$ cat src/rtl/pipelined_alu.sv
// pipelined_alu: two-stage pipelined unsigned ALU with an internal
// multiply-accumulate register and an unsigned overflow flag.
// Each accepted transaction produces one result, in order.
//
// Ports:
//   CLK         clock, rising edge
//   ASYNCRESET  asynchronous active-high reset
//   in_valid    upstream transaction valid
//   in_ready    block can accept this cycle (combinational)
//   a, b        unsigned operands, WIDTH bits
//   op          opcode: 0 ADD, 1 SUB, 2 MUL, 3 ZERO, 4 MAC, 5 AND, 6 OR, 7 ACLR
//   out_valid   result valid
//   out_ready   downstream accepts result
//   c           result, WIDTH bits
//   ovf         unsigned overflow/borrow of the result's operation
module pipelined_alu #(
  parameter int WIDTH = 16,
  parameter int OPW   = 3
) (
  input  logic             CLK,
  input  logic             ASYNCRESET,
  input  logic             in_valid,
  output logic             in_ready,
  input  logic [WIDTH-1:0] a,
  input  logic [WIDTH-1:0] b,
  input  logic [OPW-1:0]   op,
  output logic             out_valid,
  input  logic             out_ready,
  output logic [WIDTH-1:0] c,
  output logic             ovf
);

  localparam logic [OPW-1:0] OP_ADD  = OPW'(0);
  localparam logic [OPW-1:0] OP_SUB  = OPW'(1);
  localparam logic [OPW-1:0] OP_MUL  = OPW'(2);
  localparam logic [OPW-1:0] OP_ZERO = OPW'(3);
  localparam logic [OPW-1:0] OP_MAC  = OPW'(4);
  localparam logic [OPW-1:0] OP_AND  = OPW'(5);
  localparam logic [OPW-1:0] OP_OR   = OPW'(6);
  localparam logic [OPW-1:0] OP_ACLR = OPW'(7);

  logic             vld_p1;
  logic [WIDTH-1:0] a_p1;
  logic [WIDTH-1:0] b_p1;
  logic [OPW-1:0]   op_p1;

  logic             vld_p2;
  logic [WIDTH-1:0] c_p2;
  logic             ovf_p2;
  logic [WIDTH-1:0] acc;

  logic             s1_load;
  logic             s2_load;

  logic [WIDTH:0]     sum;
  logic [WIDTH:0]     diff;
  logic [2*WIDTH-1:0] prod;
  logic               prod_hi;
  logic [WIDTH:0]     mac_sum;
  logic [WIDTH-1:0]   res;
  logic               res_ovf;
  logic [WIDTH-1:0]   acc_nxt;

  // A stage may load when it is empty or when its contents leave this cycle.
  assign s2_load  = !vld_p2 || out_ready;
  assign s1_load  = !vld_p1 || s2_load;
  assign in_ready = s1_load;

  // ---- Stage 1: capture operands on handshake ----
  always_ff @(posedge CLK or posedge ASYNCRESET) begin
    if (ASYNCRESET) begin
      vld_p1 <= 1'b0;
    end else if (s1_load) begin
      vld_p1 <= in_valid;
    end
  end

  // Operand registers carry no reset; they are qualified by vld_p1.
  always_ff @(posedge CLK) begin
    if (in_valid && s1_load) begin
      a_p1  <= a;
      b_p1  <= b;
      op_p1 <= op;
    end
  end

  // ---- Stage 2: compute from S1 ----
  always_comb begin
    sum     = {1'b0, a_p1} + {1'b0, b_p1};
    diff    = {1'b0, a_p1} - {1'b0, b_p1};
    prod    = {{WIDTH{1'b0}}, a_p1} * {{WIDTH{1'b0}}, b_p1};
    prod_hi = |prod[2*WIDTH-1:WIDTH];
    mac_sum = {1'b0, acc} + {1'b0, prod[WIDTH-1:0]};
    res     = '0;
    res_ovf = 1'b0;
    acc_nxt = acc;
    case (op_p1)
      OP_ADD:  begin res = sum[WIDTH-1:0];  res_ovf = sum[WIDTH]; end
      OP_SUB:  begin res = diff[WIDTH-1:0]; res_ovf = diff[WIDTH]; end
      OP_MUL:  begin res = prod[WIDTH-1:0]; res_ovf = prod_hi; end
      OP_ZERO: begin res = '0; res_ovf = 1'b0; end
      OP_MAC:  begin
        res     = mac_sum[WIDTH-1:0];
        res_ovf = prod_hi || mac_sum[WIDTH];
        acc_nxt = mac_sum[WIDTH-1:0];
      end
      OP_AND:  begin res = a_p1 & b_p1; res_ovf = 1'b0; end
      OP_OR:   begin res = a_p1 | b_p1; res_ovf = 1'b0; end
      OP_ACLR: begin res = acc; res_ovf = 1'b0; acc_nxt = '0; end
      default: begin res = '0; res_ovf = 1'b0; end
    endcase
  end

  // Result and accumulator only change when a valid S1 entry advances, so a
  // stalled output holds and acc follows transaction order.
  always_ff @(posedge CLK or posedge ASYNCRESET) begin
    if (ASYNCRESET) begin
      vld_p2 <= 1'b0;
      c_p2   <= '0;
      ovf_p2 <= 1'b0;
      acc    <= '0;
    end else if (s2_load) begin
      vld_p2 <= vld_p1;
      if (vld_p1) begin
        c_p2   <= res;
        ovf_p2 <= res_ovf;
        acc    <= acc_nxt;
      end
    end
  end

  assign out_valid = vld_p2;
  assign c         = c_p2;
  assign ovf       = ovf_p2;

endmodule
$ cat config.mk
export PLATFORM = sky130hd
export DESIGN_NAME = pipelined_alu
export DESIGN_NICKNAME = d
export VERILOG_FILES = /design/src/rtl/pipelined_alu.sv
export SDC_FILE = /design/constraint.sdc
export NUM_CORES = 1
export LEC_CHECK = 0
export BUFFER_PORTS_ARGS = -buffer_cell sky130_fd_sc_hd__buf_2
export CELL_PAD_IN_SITES_DETAIL_PLACEMENT = 2
export CELL_PAD_IN_SITES_GLOBAL_PLACEMENT = 2
export CORE_MARGIN = 5
export CORE_UTILIZATION = 36
export CTS_BUF_LIST = sky130_fd_sc_hd__clkbuf_8
export DETAILED_ROUTE_END_ITERATION = 10
export GPL_TIMING_DRIVEN = 0
export PLACE_DENSITY_LB_ADDON = 0.12
export SETUP_SLACK_MARGIN = 0.05
export SLEW_MARGIN = 20
export SYNTH_ARGS = -nofsm -noshare
export SYNTH_HDL_FRONTEND = slang
export SYNTH_SLANG_ARGS = --single-unit
$ cat constraint.sdc
create_clock -name CLK -period 6.6 [get_ports CLK]
set_input_delay 0.33 -clock CLK [delete_from_list [all_inputs] [get_ports CLK]]
set_output_delay 0.33 -clock CLK [all_outputs]
set_load 0.03 [all_outputs]
# After elaboration in Yosys (flattened, before gate mapping)
# Index checks and enable logic that the tools add are counted.
[word_totals]
reg_bits = 70
output_inout_bits = 19
word_cells = 36
[op_classes]
n_addsub = 3
multipliers = 1
n_eq_ne = 7
mux = 3
bitwise_logic = 2
reduce_logical = 12
[op_table]
columns = ["cell", "n"]
rows = [
  ["one-hot mux 16 bit (8 select lines)", 1],
  ["adder 16 x 16 -> 17 bit", 2],
  ["multiplier 16 x 16 -> 32 bit", 1],
  ["one-hot mux 16 bit (2 select lines)", 1],
  ["subtractor 16 x 16 -> 17 bit", 1],
  ["bitwise AND 16 bit", 1],
  ["bitwise OR 16 bit", 1],
  ["OR reduction 16 bit", 1],
  ["== test 3 bit (second input constant)", 4],
  ["== test 3 x 2 -> 1 bit (second input constant)", 2],
  ["one-hot mux 1 bit (5 select lines)", 1],
  ["OR reduction 4 bit", 1],
  ["== test 3 x 1 -> 1 bit (second input constant)", 1],
  ["logical NOT 3 bit", 1],
  ["logical OR 1 bit", 3],
  ["AND reduction 3 bit", 1],
  ["logical NOT 1 bit", 2],
  ["AND reduction 2 bit", 1],
  ["nonzero test 2 bit", 1],
  ["logical AND 1 bit", 1],
]

# Longest topological paths before layout
# Gate-level depths: netlist of run 1.
[logic_depth]
ltp_word = 4
ltp_mapped = 31

# Least setup slack after synthesis of run 1
# No wires, ideal clock.
[synth_timing]
path_type = "reg2reg"
start = "register a_p1[1]"
end = "register ovf_p2 (netlist: ovf)"
setup_time_ps = 126
t_arrival_ps = 6515
t_required_ps = 6474
slack_ps = -41
stages_incl_launch_ff = 28
n_path_buf = 2
period_less_slack_ps = 6641
cell_sequence = "edfxtp_1 clkbuf_1 clkinv_1 nor2_1 fa_1 fa_1 ha_1 fa_1 inv_1 fa_1 fa_1 inv_1 ha_1 a21o_1 nand2b_1 o211ai_4 nand2b_1 a21oi_1 xnor2_1 ha_1 clkbuf_1 a21oi_1 nand2_1 nor3_1 nor3_1 a2111oi_0 and4_1 a21oi_2"
[synth_via]
elab_chain_cells = 4
elab_cells_between_ends = 7
classes_between = "add/sub (3); mul (1); mux (1); reduce/logical (2)"
[synth_rtl]
columns = ["item", "line_no", "rtl"]
rows = [
  ["from (decl)", "43", "logic [WIDTH-1:0] a_p1;"],
  ["from (signal assigned)", "81", "a_p1 <= a;"],
  ["multiplier 16 x 16 -> 32 bit", "91", "prod = {{WIDTH{1'b0}}, a_p1} * {{WIDTH{1'b0}}, b_p1};"],
  ["adder 16 x 16 -> 17 bit / OR reduction 16 bit (equally long branches)", "93, 92", ""],
  ["logical OR 1 bit", "104", "res_ovf = prod_hi || mac_sum[WIDTH];"],
  ["one-hot mux 1 bit (5 select lines) (*)", "97", "case (op_p1)"],
  ["to (signal assigned)", "126", "ovf_p2 <= res_ovf;"],
  ["to (decl)", "49", "logic ovf_p2;"],
]
# Every way passes the cells marked *; elsewhere a longest branch is shown, timed or not.
# A chain may end at the register's enable or synchronous reset.

# Worst setup path in the final report of run 1
[layout_timing]
start = "register b_p1[5]"
end = "register ovf_p2 (netlist: ovf)"
[layout_via]
elab_chain_cells = 4
elab_cells_between_ends = 7
classes_between = "add/sub (3); mul (1); mux (1); reduce/logical (2)"
[layout_rtl]
columns = ["item", "line_no", "rtl"]
rows = [
  ["from (decl)", "44", "logic [WIDTH-1:0] b_p1;"],
  ["from (signal assigned)", "82", "b_p1 <= b;"],
  ["multiplier 16 x 16 -> 32 bit", "91", ""],
  ["adder 16 x 16 -> 17 bit / OR reduction 16 bit (equally long branches)", "93, 92", ""],
  ["logical OR 1 bit", "104", ""],
  ["one-hot mux 1 bit (5 select lines) (*)", "97", ""],
]
# Marked as above.

==> flow_metrics.env, run 1 <==
export IMPL_fillers=4206
export IMPL_clock_sinks=70
export IMPL_fin_crit_ns=7.73
export IMPL_die_area_um2=43300
export IMPL_portBuffers=57
export IMPL_cp_max_fo=11
export IMPL_crit_path_max_incr_delay_ns=0.63
export IMPL_hold_path_class="in -> reg"
export IMPL_syn_area_um2=14100
export IMPL_wl_met2_um=32800
export IMPL_hpwlAfterDp_um=45900
export IMPL_syn_inst=1634
export IMPL_cts_made_buffers=9
export IMPL_gp_congestion=0.880
export IMPL_ys_seq_area_share_pct=13.7
export IMPL_rsz0062_at_grt="true"
export IMPL_crit_family="adder cells"
export IMPL_yosys_warnings=0
export IMPL_top_layer="met4"
export IMPL_grt_first_pass_wirelength_um=91600
export IMPL_ys_ff_latch=70
export IMPL_drv_cap=0
export IMPL_synth_edff_count=35
export IMPL_crit_arrival_ns=8.01
export IMPL_critPathRequiredTime_ns=6.88
export IMPL_wirelength_met1_um=25900
export IMPL_drive_gt1_share_pct=21.6
export IMPL_fmax_ghz=0.129
export IMPL_final_common_cell="inv_1"
export IMPL_grt_pass1_vias=14800
export IMPL_postSynth_asyncResetShare_pct=50.0
export IMPL_hold_worst_slack_ns=0.0894
export IMPL_hold_violations=0
export IMPL_final_nets=2212
export IMPL_avgSynthCellArea_um2=8.64
export IMPL_detail_route_antenna_nets=0
export IMPL_violations="setup timing"
export IMPL_crit_type="reg -> reg"
export IMPL_slew_violations=0
export IMPL_antenna_found_initial=0
export IMPL_avgViaCountPerCell=5.60
export IMPL_drt_iter0_drc=843
export IMPL_h_tree_depth=3
export IMPL_die_height_um=208
export IMPL_synth_distinct_cells=85
export IMPL_path_buf_inv=7
export IMPL_initial_utilization_pct=36.4
export IMPL_endpoint_kind="flip-flop"
export IMPL_routedWlPerCell_um=27.5
export IMPL_core_area_um2=38700
export IMPL_diodes=0
export IMPL_outcome="finished with violations"
export IMPL_cp_start_kind="flip-flop"
export IMPL_cts_tree="done"
export IMPL_clkTransAtPathRegs_ns=0.11
export IMPL_synthToLayoutAreaGrowth_pct=23.7
export IMPL_synthFlopType="edfxtp_1"
export IMPL_grt_max_degree=25
export IMPL_max_clock_path_buffers=2
export IMPL_slowest_stage="fa_1"
export IMPL_fin_ws_ns=-1.13
export IMPL_crit_top_cell="fa_1"
export IMPL_slew_headroom_pct=33.9
export IMPL_tightest_slew_ns=0.987
export IMPL_cts_root_buf="clkbuf_8"
export IMPL_syn_num_nets=2039
export IMPL_vias=13000
export IMPL_grt_usage_pct=27.5
export IMPL_ios=58
export IMPL_rows=72
export IMPL_wl_met3_um=2680
export IMPL_global_route_overflow_total=0
export IMPL_clock_skew_ns=0.0237
export IMPL_clk_latency_ns=0.41
export IMPL_fp_dieW_um=208
export IMPL_first_pass_iters=7
export IMPL_routed_wl_um=64100
export IMPL_setup_violations_final=14
export IMPL_post_route_period_util_pct=117
export IMPL_layout_common_cells="inv_1, nand2_1, fa_1, nor2_1, ha_1"
export IMPL_drc=0
==> cells by family after synthesis <==
logic type | Yosys count | synth area share [%]
AOI/OAI and AO/OA | 315 | 15.8
and+or+nand+nor | 490 | 15.2
DFF | 70 | 13.7
xor gates and xnor gates | 39 | 2.42
buffers and inverters | 342 | 9.19
muxes | 12 | 0.878
adders and majority gates | 366 | 42.9
==> state kept, by name, summed over array words and instances, names as in the netlist <==
| register | cells |
|---|---|
| a_p1 | 16 |
| op_p1 | 3 |
| out_valid | 1 |
| acc | 16 |
| c | 16 |
| b_p1 | 16 |
| ovf | 1 |
| vld_p1 | 1 |
==> metal layers <==
layer | track usage (%) | vias up
li1 | - | 5725
met1 | 34.4 | 6859
met2 | 48.9 | 339
met3 | 3.87 | 120
met4 | 9.45 | 0
met5 | 0 | -
==> Yosys cell counts, types with 14 or more instances <==
library cell	count	share of area (%)
edfxtp_1	35	7.4
xnor2_1	31	1.9
o21a_1	15	0.80
dfrtp_1	35	6.2
nand3_1	15	0.53
o21ai_0	62	2.2
inv_1	254	6.8
clkinv_1	14	0.37
a21o_1	15	0.80
nand2b_1	14	0.62
nor3_1	20	0.71
a21oi_1	75	2.7
fa_1	197	28
ha_1	169	15
clkbuf_1	58	1.5
nand2_1	198	5.3
nor2_1	171	4.5
==> stage by stage <==
stage                     util (%)  setup TNS [ns]  setup slack, ns  area (µm²)  instances
final                         45.1           -7.26            -1.13       17500       2330
after global routing          45.1           -8.51            -1.28       17500       2330
after CTS                     43.8           -1.71           -0.548       17000       2309
after detailed placement      39.0          -19.44            -2.79       15100       2211
after global placement        38.9          -17.43            -2.69       15100       2209
after floorplan                  -               0           0.0710       14100       1634
==> repair_timing <==
item                                    in CTS  in global routing
gates resized for setup                    226                 85
hold endpoints to repair                    14                  0
pin swaps                                   53                 42
setup buffers                               85                 21
endpoints found under the setup margin      16                 13
hold buffers                                 1                  0
==> final cells by class <==
class / count / area [µm²] / area share [%]
Buffer: 66 / 532 / 3.04
Clock buffer: 9 / 124 / 0.709
Clock inverter: 7 / 73.8 / 0.423
Inverter: 272 / 1170 / 6.70
Multi-Input combinational cell: 1222 / 11700 / 67.1
Sequential cell: 70 / 1930 / 11.0
Tap cell: 518 / 648 / 3.71
Timing Repair Buffer: 166 / 1280 / 7.31
==> worst paths after layout <==
path / from / to / slack (ns) / cells past startpoint
max reg2reg: b_p1[5]$_DFFE_PP_ / ovf$_DFFE_PP0P_ / -1.13 / 30
min in group asynchronous: ASYNCRESET / ovf$_DFFE_PP0P_ / 0.45 / 3
min reg2reg: c[6]$_DFFE_PP0P_ / c[6]$_DFFE_PP0P_ / 0.49 / 2
max: b_p1[5]$_DFFE_PP_ / ovf$_DFFE_PP0P_ / -1.13 / 30
min: b[15] / b_p1[15]$_DFFE_PP_ / 0.09 / 1
max in group asynchronous: ASYNCRESET / c[2]$_DFFE_PP0P_ / 5.65 / 4
Power of run 1 is left out: the tool's default activity adds up to more than one toggle a clock period on the data nets, which glitch-free logic cannot reach.
==> run 2: changes to the inputs <==
--- a/config.mk
+++ b/config.mk
@@ -5,9 +5,10 @@
 export SDC_FILE = /design/constraint.sdc
 export NUM_CORES = 1
 export LEC_CHECK = 0
+export ABC_AREA = 1
 export BUFFER_PORTS_ARGS = -buffer_cell sky130_fd_sc_hd__buf_2
-export CELL_PAD_IN_SITES_DETAIL_PLACEMENT = 2
-export CELL_PAD_IN_SITES_GLOBAL_PLACEMENT = 2
+export CELL_PAD_IN_SITES_DETAIL_PLACEMENT = 0
+export CELL_PAD_IN_SITES_GLOBAL_PLACEMENT = 1
 export CORE_MARGIN = 5
 export CORE_UTILIZATION = 36
 export CTS_BUF_LIST = sky130_fd_sc_hd__clkbuf_8
==> flow_metrics.env, run 2 <==
export IMPL_final_common_cell="nand2_1"
export IMPL_h_tree_depth=3
export IMPL_slew_violations=0
export IMPL_post_route_period_util_pct=97.0
export IMPL_rsz0062_at_grt="true"
export IMPL_synth_top_family_by_area="adder cells"
export IMPL_first_pass_iters=7
export IMPL_synth_area_leaders="fa_1, nand2_1, ha_1"
export IMPL_avgViaCountPerCell=4.89
export IMPL_crit_start="b_p1[6]$_DFFE_PP_"
export IMPL_clkTransAtPathRegs_ns=0.10
export IMPL_antenna_found_initial=1
export IMPL_cts_root_buf="clkbuf_8"
export IMPL_syn_area_um2=15000
export IMPL_routed_wl_um=54300
export IMPL_path_buf_inv=7
export IMPL_tightest_slew_ns=0.820
export IMPL_cts_made_buffers=9
export IMPL_clock_skew_ns=0.0475
export IMPL_crit_family="adder cells"
export IMPL_grt_usage_pct=23.8
export IMPL_fp_dieW_um=214
export IMPL_fin_ws_ns=0.196
export IMPL_rr_startpoint="b_p1[6]$_DFFE_PP_"
export IMPL_multi_input_area_um2=11400
export IMPL_hold_path_class="in -> reg"
export IMPL_worstHoldStart="op[2]"
export IMPL_hpwlAfterDp_um=45000
export IMPL_routedWlPerCell_um=19.8
export IMPL_drive_gt1_share_pct=15.6
export IMPL_synth_distinct_cells=53
export IMPL_synthToLayoutAreaGrowth_pct=18.0
export IMPL_yosys_warnings=0
export IMPL_critPathRequiredTime_ns=6.97
export IMPL_max_clock_path_buffers=2
export IMPL_place_ws_ns=-1.48
export IMPL_detail_route_antenna_nets=0
export IMPL_syn_num_nets=2481
export IMPL_endpoint_kind="flip-flop"
export IMPL_drv_cap=0
export IMPL_outcome="finished clean"
export IMPL_clk_latency_ns=0.47
export IMPL_hold_violations=0
export IMPL_rows=74
export IMPL_layout_common_cells="nand2_1, inv_1, fa_1, ha_1, nor2_1"
export IMPL_synth_most_common_cell="nand2_1"
export IMPL_crit_path_max_incr_delay_ns=0.55
export IMPL_initial_utilization_pct=36.6
export IMPL_vias=13400
export IMPL_portBuffers=57
export IMPL_synth_area_mux_share_pct=0
export IMPL_clock_sinks=70
export IMPL_synthAdderAreaFrac_pct=40.3
export IMPL_synth_compound_area_share_pct=7.73
export IMPL_slowest_stage="fa_1"
export IMPL_grt_max_degree=26
export IMPL_crit_top_cell="fa_1"
export IMPL_synth_xor_area_share_pct=1.52
export IMPL_yosys_area_share_simple_pct=22.1
export IMPL_die_height_um=214
export IMPL_synth_edff_count=35
export IMPL_syn_inst=2076
export IMPL_fillers=4382
export IMPL_ios=58
export IMPL_ys_seq_area_share_pct=12.8
export IMPL_die_area_um2=45900
export IMPL_core_area_um2=41100
export IMPL_fin_crit_ns=6.40
export IMPL_cts_tree="done"
export IMPL_global_route_overflow_total=0
export IMPL_slew_headroom_pct=45.1
export IMPL_grt_first_pass_wirelength_um=82800
export IMPL_grt_pass1_vias=14000
export IMPL_setup_violations_final=0
export IMPL_ys_ff_latch=70
export IMPL_cp_max_fo=6
export IMPL_yosys_area_top_type="fa_1"
export IMPL_avgSynthCellArea_um2=7.24
export IMPL_cp_start_kind="flip-flop"
export IMPL_gp_congestion=0.884
export IMPL_seq_area_um2=1930
export IMPL_final_nets=2605
export IMPL_ys_top_cells_by_count="nand2_1, inv_1, fa_1"
export IMPL_crit_arrival_ns=6.77
export IMPL_postSynth_asyncResetShare_pct=50.0
export IMPL_crit_type="reg -> reg"
export IMPL_synth_top_area_share_pct=26.2
export IMPL_synthFlopType="edfxtp_1"
export IMPL_drt_iter0_drc=883
export IMPL_fmax_ghz=0.156
export IMPL_drc=0
## run 2: kinds of logic after synthesis
kind of cell	Yosys count
XOR/XNOR	26
flip-flops	70
AND/OR/NAND/NOR	803
AO/OA/AOI/OAI	193
buffers and inverters	618
adder cells (fa/ha/maj)	366
## run 2: layout make-up
cell class	count	share of cell area [%]
Tap cell	532	3.75
Inverter	539	11.4
Timing Repair Buffer	113	4.26
Multi-Input combinational cell	1388	64.1
Clock inverter	7	0.409
Sequential cell	70	10.9
Buffer	79	4.44
Antenna cell	1	0.0141
Clock buffer	9	0.699
## run 2: per-layer routing
metal	wire length, µm	GRT usage (%)	part of all wire (%)	up-vias
met5	0	0	0	-
met4	1910	8.22	3.5	0
met3	2190	3.16	4.0	71
met2	27100	41.5	50	323
met1	23200	30.4	43	6556
li1	-	-	-	6446
## run 2: final timing paths
check                           slack [ns]                 end  cells past startpoint
worst max-delay path                  0.20   c[15]$_DFFE_PP0P_                     32
worst min-delay path                  0.06  op_p1[2]$_DFFE_PP_                      1
worst max register to register        0.20   c[15]$_DFFE_PP0P_                     32
worst min register to register        0.48   c[15]$_DFFE_PP0P_                      2
max in group asynchronous             5.78    c[6]$_DFFE_PP0P_                      4
min in group asynchronous             0.37    c[5]$_DFFE_PP0P_                      3
## run 2: what timing repair did
item                       CTS  global route
setup buffers               28            21
resized for setup          192           134
hold endpoints to repair    14             0
setup endpoints to repair   16            13
hold buffers                 5             0
pin swaps                   12            49
## run 2: metrics by stage
step	instances	utilization, %	hold slack, ns	instance area, µm²	setup TNS [ns]
3_3_place_gp	2665	38.9	0.458	16000	-14.33
3_5_place_dp	2667	39.0	0.296	16000	-14.86
6_report	2738	43.1	0.0583	17700	0
4_1_cts	2716	41.8	0.0230	17200	0
2_1_floorplan	2076	-	0.429	15000	0
5_1_grt	2738	43.1	0.0200	17700	-0.172
Power of run 2 is left out for the same reason.
==> run 3: changes to the inputs <==
--- a/config.mk
+++ b/config.mk
@@ -5,7 +5,6 @@
 export SDC_FILE = /design/constraint.sdc
 export NUM_CORES = 1
 export LEC_CHECK = 0
-export ABC_AREA = 1
 export BUFFER_PORTS_ARGS = -buffer_cell sky130_fd_sc_hd__buf_2
 export CELL_PAD_IN_SITES_DETAIL_PLACEMENT = 0
 export CELL_PAD_IN_SITES_GLOBAL_PLACEMENT = 1
==> flow_metrics.env, run 3 (synthesized netlist as in run 1, its figures left out) <==
export IMPL_outcome="finished with violations"
export IMPL_violations="setup timing"
export IMPL_cts_tree="done"
export IMPL_met2_usage_pct=37.3
export IMPL_drive_gt1_share_pct=18.5
export IMPL_synthToLayoutAreaGrowth_pct=19.6
export IMPL_diodes=0
export IMPL_drt_iter0_drc=771
export IMPL_fp_dieW_um=208
export IMPL_initial_utilization_pct=36.4
export IMPL_final_common_cell="inv_1"
export IMPL_portBuffers=57
export IMPL_cp_max_fo=5
export IMPL_grt_pass1_vias=12900
export IMPL_slew_headroom_pct=41.1
export IMPL_clkTransAtPathRegs_ns=0.09
export IMPL_first_pass_iters=5
export IMPL_endpoint_kind="flip-flop"
export IMPL_hold_violations=0
export IMPL_avgViaCountPerCell=5.27
export IMPL_fmax_ghz=0.143
export IMPL_tightest_slew_ns=0.876
export IMPL_grt_busiest_layer="met2"
export IMPL_fin_crit_ns=7.00
export IMPL_max_clock_path_buffers=2
export IMPL_routedWlPerCell_um=21.5
export IMPL_clk_latency_ns=0.43
export IMPL_detail_route_antenna_nets=0
export IMPL_layout_common_cells="inv_1, nand2_1, fa_1, nor2_1, ha_1"
export IMPL_antenna_found_initial=0
export IMPL_grt_max_degree=24
export IMPL_grt_usage_pct=23.2
export IMPL_cts_root_buf="clkbuf_8"
export IMPL_die_area_um2=43300
export IMPL_fillers=3976
export IMPL_hold_worst_slack_ns=0.0663
export IMPL_hold_path_class="in -> reg"
export IMPL_regToRegSetupSlack_ns=-0.40
export IMPL_slowest_stage="fa_1"
export IMPL_post_route_period_util_pct=106
export IMPL_clock_skew_ns=0.0221
export IMPL_slew_violations=0
export IMPL_routed_wl_um=49600
export IMPL_critPathRequiredTime_ns=6.91
export IMPL_crit_arrival_ns=7.31
export IMPL_h_tree_depth=3
export IMPL_grtUsageMet3_pct=4.68
export IMPL_gp_congestion=0.860
export IMPL_crit_path_max_incr_delay_ns=0.58
export IMPL_place_ws_ns=-2.70
export IMPL_cp_start_kind="flip-flop"
export IMPL_crit_type="reg -> reg"
export IMPL_rows=72
export IMPL_drc=0
export IMPL_grt_util_met1_pct=31.3
export IMPL_core_area_um2=38700
export IMPL_final_nets=2186
export IMPL_grt_first_pass_wirelength_um=77200
export IMPL_clock_sinks=70
export IMPL_crit_top_cell="fa_1"
export IMPL_hpwlAfterDp_um=40200
export IMPL_setup_violations_final=7
export IMPL_die_height_um=208
export IMPL_ios=58
export IMPL_vias=12100
export IMPL_rsz0062_at_grt="true"
export IMPL_fin_ws_ns=-0.404
export IMPL_global_route_overflow_total=0
export IMPL_cts_made_buffers=9
export IMPL_drv_cap=0
## run 3: cell type report
cell class                      count  area (µm²)  share of cell area [%]
Inverter                          272        1130                    6.71
Clock inverter                      7        66.3                   0.393
Timing Repair Buffer              140        1010                    5.99
Buffer                             66         468                    2.77
Clock buffer                        9         124                   0.734
Tap cell                          518         648                    3.84
Multi-Input combinational cell   1222       11500                    68.2
Sequential cell                    70        1930                    11.4
## run 3: what timing repair did
item                                    4_1_cts  5_1_grt
hold buffers                                  1        0
buffers inserted                             70       11
hold endpoints to repair                     13        0
gates resized for setup                     207       32
cloned                                        0        0
pin swaps                                    57       28
endpoints found under the setup margin       15       12
## run 3: path summary, 6_finish.rpt
check                                   from                 end  depth (start not counted)
max                        a_p1[7]$_DFFE_PP_     ovf$_DFFE_PP0P_                         27
min                                     a[5]   a_p1[5]$_DFFE_PP_                          1
max reg2reg                a_p1[7]$_DFFE_PP_     ovf$_DFFE_PP0P_                         27
min reg2reg                 c[6]$_DFFE_PP0P_    c[6]$_DFFE_PP0P_                          2
max in group asynchronous         ASYNCRESET  vld_p1$_DFFE_PP0N_                          4
min in group asynchronous         ASYNCRESET    c[9]$_DFFE_PP0P_                          3
## run 3: critical path: cells and delay by family (launching register included)
kind / cells / cell delay [ns]
flops: 1 / 0.53
buf+inv: 5 / 0.59
compound gates: 6 / 0.78
fa+ha+maj: 9 / 3.71
xor+xnor: 1 / 0.27
simple gates: 6 / 1.01
## run 3: per-layer routing
metal / vias to the layer above / share of wire [%]
met2: 336 / 46
met5: - / 0
met4: 0 / 3.3
li1: 5659 / -
met3: 77 / 6.0
met1: 6069 / 45
## run 3: through the flow
| stage | setup TNS [ns] | util [%] | cells | cell area (µm²) |
|---|---|---|---|---|
| after detailed placement | -14.05 | 39.0 | 2211 | 15100 |
| final | -0.956 | 43.6 | 2304 | 16900 |
| after CTS | -0.874 | 43.1 | 2295 | 16700 |
| after global placement | -14.21 | 38.9 | 2209 | 15100 |
| after global routing | -3.24 | 43.6 | 2304 | 16900 |
| after floorplan | 0 | - | 1634 | 14100 |
Power of run 3 is left out for the same reason.
